`src/rtl/tmds_encoder.sv`:
```
// rtl/tmds_encoder.sv - per-lane DVI/HDMI TMDS 8b/10b encoder, two-stage pipeline
//
// Ports:
//   clk_par  in   1  pixel clock, all logic on rising edge
//   arst_n   in   1  asynchronous active-low reset
//   de       in   1  data enable (1 = active video)
//   data     in   8  pixel component, used when de=1
//   ctrl     in   2  {C1,C0} control bits, used during blanking
//   isl      in   1  data-island select (only with TMDS_TERC4_EN)
//   aux      in   4  TERC4 nibble (only with TMDS_TERC4_EN)
//   q        out 10  encoded symbol, q[0] transmitted first
//
// Optional feature macro: TMDS_TERC4_EN enables TERC4 data-island symbols.

module tmds_encoder (
    input  logic       clk_par,
    input  logic       arst_n,
    input  logic       de,
    input  logic [7:0] data,
    input  logic [1:0] ctrl,
    input  logic       isl,
    input  logic [3:0] aux,
    output logic [9:0] q
);

    localparam logic [9:0] CTRL_00 = 10'b1101010100;
    localparam logic [9:0] CTRL_01 = 10'b0010101011;
    localparam logic [9:0] CTRL_10 = 10'b0101010100;
    localparam logic [9:0] CTRL_11 = 10'b1010101011;

    // Stage 1: transition minimisation
    logic [3:0] n1_data;
    logic [3:0] n1_qm;
    logic       use_xnor;
    logic [8:0] qm;

    always_comb begin
        n1_data = '0;
        for (int i = 0; i < 8; i++) begin
            n1_data = n1_data + {3'b000, data[i]};
        end
        use_xnor = (n1_data > 4'd4) || ((n1_data == 4'd4) && !data[0]);
        qm       = '0;
        qm[0]    = data[0];
        for (int i = 1; i < 8; i++) begin
            qm[i] = use_xnor ? ~(qm[i-1] ^ data[i]) : (qm[i-1] ^ data[i]);
        end
        qm[8] = ~use_xnor;
        n1_qm = '0;
        for (int i = 0; i < 8; i++) begin
            n1_qm = n1_qm + {3'b000, qm[i]};
        end
    end

    logic [8:0] s1_qm;
    logic [3:0] s1_n1m;
    logic       s1_de;
    logic [1:0] s1_ctrl;
`ifdef TMDS_TERC4_EN
    logic       s1_isl;
    logic [3:0] s1_aux;
`else
    // Island inputs are deliberately dropped in the DVI-only build.
    logic       unused_island;
    assign unused_island = ^{isl, aux};
`endif

    always_ff @(posedge clk_par or negedge arst_n) begin
        if (!arst_n) begin
            s1_qm   <= '0;
            s1_n1m  <= '0;
            s1_de   <= 1'b0;
            s1_ctrl <= 2'b00;
`ifdef TMDS_TERC4_EN
            s1_isl  <= 1'b0;
            s1_aux  <= '0;
`endif
        end else begin
            s1_qm   <= qm;
            s1_n1m  <= n1_qm;
            s1_de   <= de;
            s1_ctrl <= ctrl;
`ifdef TMDS_TERC4_EN
            s1_isl  <= isl;
            s1_aux  <= aux;
`endif
        end
    end

`ifdef TMDS_TERC4_EN
    function automatic logic [9:0] terc4(input logic [3:0] nib);
        case (nib)
            4'h0: terc4 = 10'b1010011100;
            4'h1: terc4 = 10'b1001100011;
            4'h2: terc4 = 10'b1011100100;
            4'h3: terc4 = 10'b1011100010;
            4'h4: terc4 = 10'b0101110001;
            4'h5: terc4 = 10'b0100011110;
            4'h6: terc4 = 10'b0110001110;
            4'h7: terc4 = 10'b0100111100;
            4'h8: terc4 = 10'b1011001100;
            4'h9: terc4 = 10'b0100111001;
            4'hA: terc4 = 10'b0110011100;
            4'hB: terc4 = 10'b1011000110;
            4'hC: terc4 = 10'b1010001110;
            4'hD: terc4 = 10'b1001110001;
            4'hE: terc4 = 10'b0101100011;
            default: terc4 = 10'b1011000011;
        endcase
    endfunction
`endif

    // Stage 2: DC balancing. cnt is two's complement; arithmetic is done
    // modulo 32, which is exact because |cnt| stays within 10.
    logic [4:0] cnt;
    logic [4:0] cnt_nx;
    logic [4:0] bal;      // n1m - n0m = 2*n1m - 8
    logic [9:0] q_nx;
    logic       qm8;

    always_comb begin
        qm8    = s1_qm[8];
        bal    = {s1_n1m, 1'b0} - 5'd8;
        cnt_nx = 5'd0;
        q_nx   = CTRL_00;
        if (s1_de) begin
            if ((cnt == 5'd0) || (s1_n1m == 4'd4)) begin
                q_nx   = {~qm8, qm8, qm8 ? s1_qm[7:0] : ~s1_qm[7:0]};
                cnt_nx = qm8 ? (cnt + bal) : (cnt - bal);
            end else if ((!cnt[4] && (s1_n1m > 4'd4)) || (cnt[4] && (s1_n1m < 4'd4))) begin
                q_nx   = {1'b1, qm8, ~s1_qm[7:0]};
                cnt_nx = cnt + {3'b000, qm8, 1'b0} - bal;
            end else begin
                q_nx   = {1'b0, qm8, s1_qm[7:0]};
                cnt_nx = cnt + bal - {3'b000, ~qm8, 1'b0};
            end
        end else begin
            case (s1_ctrl)
                2'b00:   q_nx = CTRL_00;
                2'b01:   q_nx = CTRL_01;
                2'b10:   q_nx = CTRL_10;
                default: q_nx = CTRL_11;
            endcase
`ifdef TMDS_TERC4_EN
            if (s1_isl) begin
                q_nx = terc4(s1_aux);
            end
`endif
        end
    end

    always_ff @(posedge clk_par or negedge arst_n) begin
        if (!arst_n) begin
            cnt <= 5'd0;
            q   <= CTRL_00;
        end else begin
            cnt <= cnt_nx;
            q   <= q_nx;
        end
    end

endmodule

```
`config.mk`:
```
export PLATFORM = sky130hd
export DESIGN_NAME = tmds_encoder
export DESIGN_NICKNAME = d
export VERILOG_FILES = /design/src/rtl/tmds_encoder.sv
export SDC_FILE = /design/constraint.sdc
export NUM_CORES = 1
export LEC_CHECK = 0
export CAP_MARGIN = 20
export CELL_PAD_IN_SITES_DETAIL_PLACEMENT = 1
export CELL_PAD_IN_SITES_GLOBAL_PLACEMENT = 1
export CORE_MARGIN = 2
export CORE_UTILIZATION = 40
export CTS_BUF_LIST = sky130_fd_sc_hd__clkbuf_4
export DETAILED_ROUTE_END_ITERATION = 16
export PLACE_DENSITY_LB_ADDON = 0.1
export RECOVER_POWER = 100
export SYNTH_ARGS = -nofsm -noshare
export SYNTH_HDL_FRONTEND = slang
export SYNTH_SLANG_ARGS = --single-unit
```
`constraint.sdc`:
```
create_clock -name clk_par -period 3.5 [get_ports clk_par]
set_input_delay 0.875 -clock clk_par [delete_from_list [all_inputs] [get_ports clk_par]]
set_output_delay 0.875 -clock clk_par [all_outputs]
set_load 0.05 [all_outputs]
```
; After elaboration in Yosys (flattened, before gate mapping)
; Index checks and enable logic that the tools add are counted.
[op_classes]
add_sub_neg = 20
order_cmp = 3
eq_ne = 4
muxes = 16
bitwise = 17
n_reduce_logical = 10
[op_table]
columns = operator, n
row1 = $add A4 B1 Y4, 8
row2 = $mux W10, 3
row3 = $pmux W10 S3, 1
row4 = $mux W5, 4
row5 = $sub A5 B5 Y5, 2
row6 = $not A1 Y1, 9
row7 = $add A3 B1 Y4, 2
row8 = $eq A4 B3 Y1 const B, 2
row9 = $gt A4 B3 Y1 const B, 2
row10 = $mux W8, 1
row11 = $not A8 Y8, 1
row12 = $mux W1, 7
row13 = $xor A1 B1 Y1, 7
row14 = $add A2 B1 Y3, 2
row15 = $add A5 B2 Y5, 1
row16 = $add A5 B5 Y5, 1
row17 = $logic_not A5 Y1, 1
row18 = $sub A5 B2 Y5, 1
row19 = $sub A5 B4 Y5 const B, 1
row20 = $add A1 B1 Y2, 2
row21 = $lt A4 B3 Y1 const B, 1
row22 = $logic_and A1 B1 Y1, 3
row23 = $logic_or A1 B1 Y1, 3
row24 = $eq A2 B1 Y1 const B, 1
row25 = other kinds (3), 4
[totals]
reg_bits = 31
inputBits = 18
output_inout_bits = 10
elab_cells = 76

; Logic depth before layout (Yosys ltp)
[depth]
ltp_word = 30
depth_mapped = 19
depth_no_buf = 19

; Worst setup path before layout
; Ideal clock, no wire load.
[synth_timing]
path_kind = input to register
startpoint = in data[0]
endpoint = reg s1_n1m[2]
setup_time_ns = 0.123
t_arrival_ns = 6.048
required_ns = 3.377
setup_slack_ns = -2.671
stages = 18
path_buffers = 0
path_cell_list = inv_1 fa_1 fa_1 fa_1 inv_1 ha_1 fa_1 nor3_1 o22ai_1 xor2_1 fa_1 fa_1 inv_1 fa_1 ha_1 inv_1 fa_1 xnor2_1
[synth_between]
elab_chain_len = 30
elab_cells_between_ends = 40
cone_classes = add/sub (14) / order compare (1) / eq/ne (1) / mux (7) / bitwise (14) / reduce/logical (3)
[synth_rtl]
columns = element, line
row1 = from (decl), 19  ; input logic [7:0] data,
row2 = "parallel branches: the longest is 29 deep, another holds $add A3 B1 Y4", n/a
row3 = $add A4 B1 Y4 (*), 51  ; n1_qm = n1_qm + {3'b000, qm[i]};
row4 = named net n1_qm[2], 33  ; logic [3:0] n1_qm;
row5 = to (signal assigned), 80  ; s1_n1m <= n1_qm;
row6 = to (decl), 56  ; logic [3:0] s1_n1m;
; Mark *: on every way through the listed nets, which the timed path passes.

; Worst setup path in the final report
[layout_timing]
startpoint = in data[3]
endpoint = reg s1_n1m[1]
[layout_between]
elab_chain_len = 28
elab_cells_between_ends = 35
cone_classes = add/sub (12) / order compare (1) / eq/ne (1) / mux (7) / bitwise (12) / reduce/logical (2)
[layout_rtl]
columns = element, line
row1 = $add A3 B1 Y4 (*), 40  ; n1_data = n1_data + {3'b000, data[i]};
row2 = $add A4 B1 Y4 (*) (4 in series), 40
row3 = "parallel branches: the longest is 2 deep, another holds $gt A4 B3 Y1", n/a
row4 = $logic_or A1 B1 Y1 (*), 42  ; use_xnor = (n1_data > 4'd4) || ((n1_data == 4'd4) && !data[0]);
row5 = $mux W1 (*), 46  ; qm[i] = use_xnor ? ~(qm[i-1] ^ data[i]) : (qm[i-1] ^ data[i]);
row6 = named net qm[1], 35  ; logic [8:0] qm;
row7 = "parallel branches: the longest is 18 deep, another holds $add A3 B1 Y4", n/a
row8 = $add A4 B1 Y4 (*), 51
row9 = named net n1_qm[1], 33
; Marked as above.

==> results.md <==
- Final setup viols: 9
- Hold depth: 2
- Violated checks: max-capacitance violations, max-slew violations, negative setup slack
- Top Ports: 28
- Final worst slack: -2.41 ns
- Cells after Synth: 190
- CP endpoint kind: flop
- Number of global-route vias before repair: 1,843
- R2r startpoint: s1_n1m[0]$_DFF_PN0_
- GP Congestion: 0.841
- Die Y-Extent: 76.0 um
- Fmax: 169 MHz
- Crit Path Class: in2reg
- Worst Path Required: 3.74 ns
- Congestion Overflow GR: 0
- Initial antenna violation count: 0
- Clk buf depth: 2
- Cell area after placement: 0.00253 mm^2
- Reg clk slew, reported paths: 0.11 ns
- Wirelength, routed: 5420 um
- Initial DRC Count: 93
- Area of the multi-input gates: 0.00124 mm^2
- Distinct cells, synth: 34
- Gr usage total: 20.8%
- PortBufs: 22
- Vias: 1,565
- # diodes: 0
- Arr. time, crit path: 6.15 ns
- First-pass GRT wire length: 9320 um
- Crit. Startpoint: data[3]
- Worst reg2reg setup slack: 0.79 ns
- Post-DP HPWL: 3600 um
- Yosys reg bits: 30
- Filler cell count: 546
- WL/cell: 16.5 um
- Slew Limit Fails: 31
- Syn. warnings: 0
- Dpl cells: 299
- CTS tree: built
- Clock root cell: clkbuf_4
- Status: finished, violations left
- Layout cells sized above 1: 30.9%
- Hold endpoint: q[4]$_DFF_PN1_
- # H-tree levels: 2
- Die Span X: 76.0 um
- EDFF count, synth: 0
- FF-to-FF End: cnt[4]$_DFF_PN0_
- Clock skew: 0.0221 ns
- Rows: 26
- Synth async-reset ratio: 100%
- CTS Buf Count: 5
- Tmin final: 5.91 ns
- Maxcap violations: 1
- Pin count of the biggest net entering global routing: 31
- Mapped Avg Cell Area: 10.9 um^2
- Worst Hold Class: reg2reg
- Nets: 312
- Startpoint Class: input port
- DRC Markers: 0
- Register area: 757 um^2
- R2R cell count: 8
- Slew Limit Headroom: -7.58%
- Clock net sink count: 30
- Synthesized area: 0.00207 mm^2
- Die Area: 0.00578 mm^2
- Largest fanout on the critical path: 2
- Final Hold Fails: 0
- Sequential area share after synthesis: 36.5%
- RSZ-0062 raised after global routing: true
- Starting density of the core: 41.1%
- First-pass iteration count of the detailed router: 4
- Number of vias per cell: 4.76
- Ys flop type: dfrtp_1
- Post-route ant nets: 0
- Final clock period utilization by the worst path: 169%
- CORE AREA: 0.00504 mm^2
- Non-Filler Instances: 329
- Syn_nets: 244
- Final instance area: 0.00288 mm^2
- Clk_lat worst skew: 0.33 ns
- Worst slew pin tran: 1.61 ns
- Hold Path Origin: s1_qm[4]$_DFF_PN0_
- Area Overhead vs Synth: 38.9%
## synth_stat cells (2+ instances only)
| library cell | n | share of area [%] |
|---|---|---|
| inv_1 | 35 | 6.3 |
| dfrtp_1 | 25 | 30 |
| ha_1 | 23 | 14 |
| xnor2_1 | 21 | 8.9 |
| a21oi_1 | 16 | 3.9 |
| fa_1 | 13 | 13 |
| xor2_1 | 7 | 3.0 |
| dfstp_2 | 5 | 6.3 |
| nand2_1 | 5 | 0.91 |
| nor3_1 | 5 | 1.2 |
| nand3b_1 | 3 | 1.1 |
| nor2b_1 | 3 | 0.91 |
| o211a_1 | 3 | 1.4 |
| a21boi_0 | 2 | 0.72 |
| clkbuf_1 | 2 | 0.36 |
| nor2_1 | 2 | 0.36 |
| o211ai_1 | 2 | 0.72 |
| o21ai_0 | 2 | 0.48 |
## flip-flops by register name (all words and copies together) (netlist names)
signal,cells
s1_ctrl,2
cnt,4
s1_qm,9
s1_de,1
s1_n1m,4
q,10
## through the flow
stage | hold slack, ns | TNS (ns) | setup WS, ns | util, %
after floorplan | 0.490 | -10.56 | -2.48 | -
after global placement | 0.507 | -16.11 | -3.03 | 50.2
after detailed placement | 0.516 | -17.00 | -3.16 | 50.2
after CTS | 0.522 | -11.64 | -2.40 | 57.0
after global routing | 0.541 | -12.96 | -2.56 | 57.1
final | 0.521 | -11.89 | -2.41 | 57.1
## cell usage in the layout (no fill, tap or decap), types with 3 or more instances in the layout
cell             count
nor2b_1              3
xnor2_1             19
buf_6               20
dfrtp_1             25
a21oi_1             17
nor3_1               4
inv_1               27
ha_1                21
fa_1                10
clkdlybuf4s50_1      4
clkbuf_4             6
inv_2                7
xor2_1               6
fa_2                 3
buf_4               22
dlygate4sd3_1       15
nand2_1              5
a21boi_0             3
nand3b_1             3
dfstp_2              5
o211a_1              3
## what timing repair did
item / 4_1_cts / 5_1_grt
buffers inserted: 20 / 4
hold endpoints to repair: 0 / 0
endpoints found under the setup margin: 9 / 9
pin swaps: 14 / 11
hold buffers: 0 / 0
gates resized for setup: 53 / 3
## cell type report
type	count	area share (%)
clock buffers	6	1.56
inverters	35	4.65
repair buffers	65	21.1
flip-flops and latches	30	26.3
multi-input cells	121	43.0
clock inverters	2	0.304
well taps	70	3.04
## layer usage
layer | vias up | wire length (um) | GRT usage [%]
met5 | - | 0 | 0
met4 | 0 | 104 | 6.00
met3 | 11 | 192 | 5.33
met2 | 31 | 2960 | 38.3
met1 | 784 | 2170 | 23.7
li1 | 739 | - | -
## cells by family after synthesis
| logic type | share of synthesized area, % |
|---|---|
| XOR/XNOR | 11.8 |
| flip-flops | 36.5 |
| buffers and inverters | 7.48 |
| AND/OR/NAND/NOR | 7.42 |
| adder cells (fa/ha/maj) | 26.4 |
| AO/OA/AOI/OAI | 10.3 |
## critical path, stage by stage
cell	delay (ns)
buf_8	0.08
inv_4	0.03
fa_1	0.54
fa_1	0.43
fa_1	0.51
inv_2	0.05
ha_4	0.16
fa_2	0.54
nor3_2	0.04
o22ai_2	0.20
xor2_1	0.21
inv_1	0.10
fa_1	0.50
fa_1	0.53
inv_2	0.05
fa_2	0.57
ha_4	0.14
inv_2	0.04
fa_2	0.53
inv_2	0.03
## worst max-delay path by stage
| stage | to |
|---|---|
| 6_report | s1_n1m[1]$_DFF_PN0_ |
| 3_5_place_dp | s1_n1m[2]$_DFF_PN0_ |
| 3_3_place_gp | s1_n1m[1]$_DFF_PN0_ |
| 2_1_floorplan | s1_n1m[2]$_DFF_PN0_ |
| 4_1_cts | s1_n1m[1]$_DFF_PN0_ |
| 5_1_grt | s1_n1m[1]$_DFF_PN0_ |
Power is not shown: default switching activity piles up to over one toggle a cycle in this logic, so the estimate is an artifact.
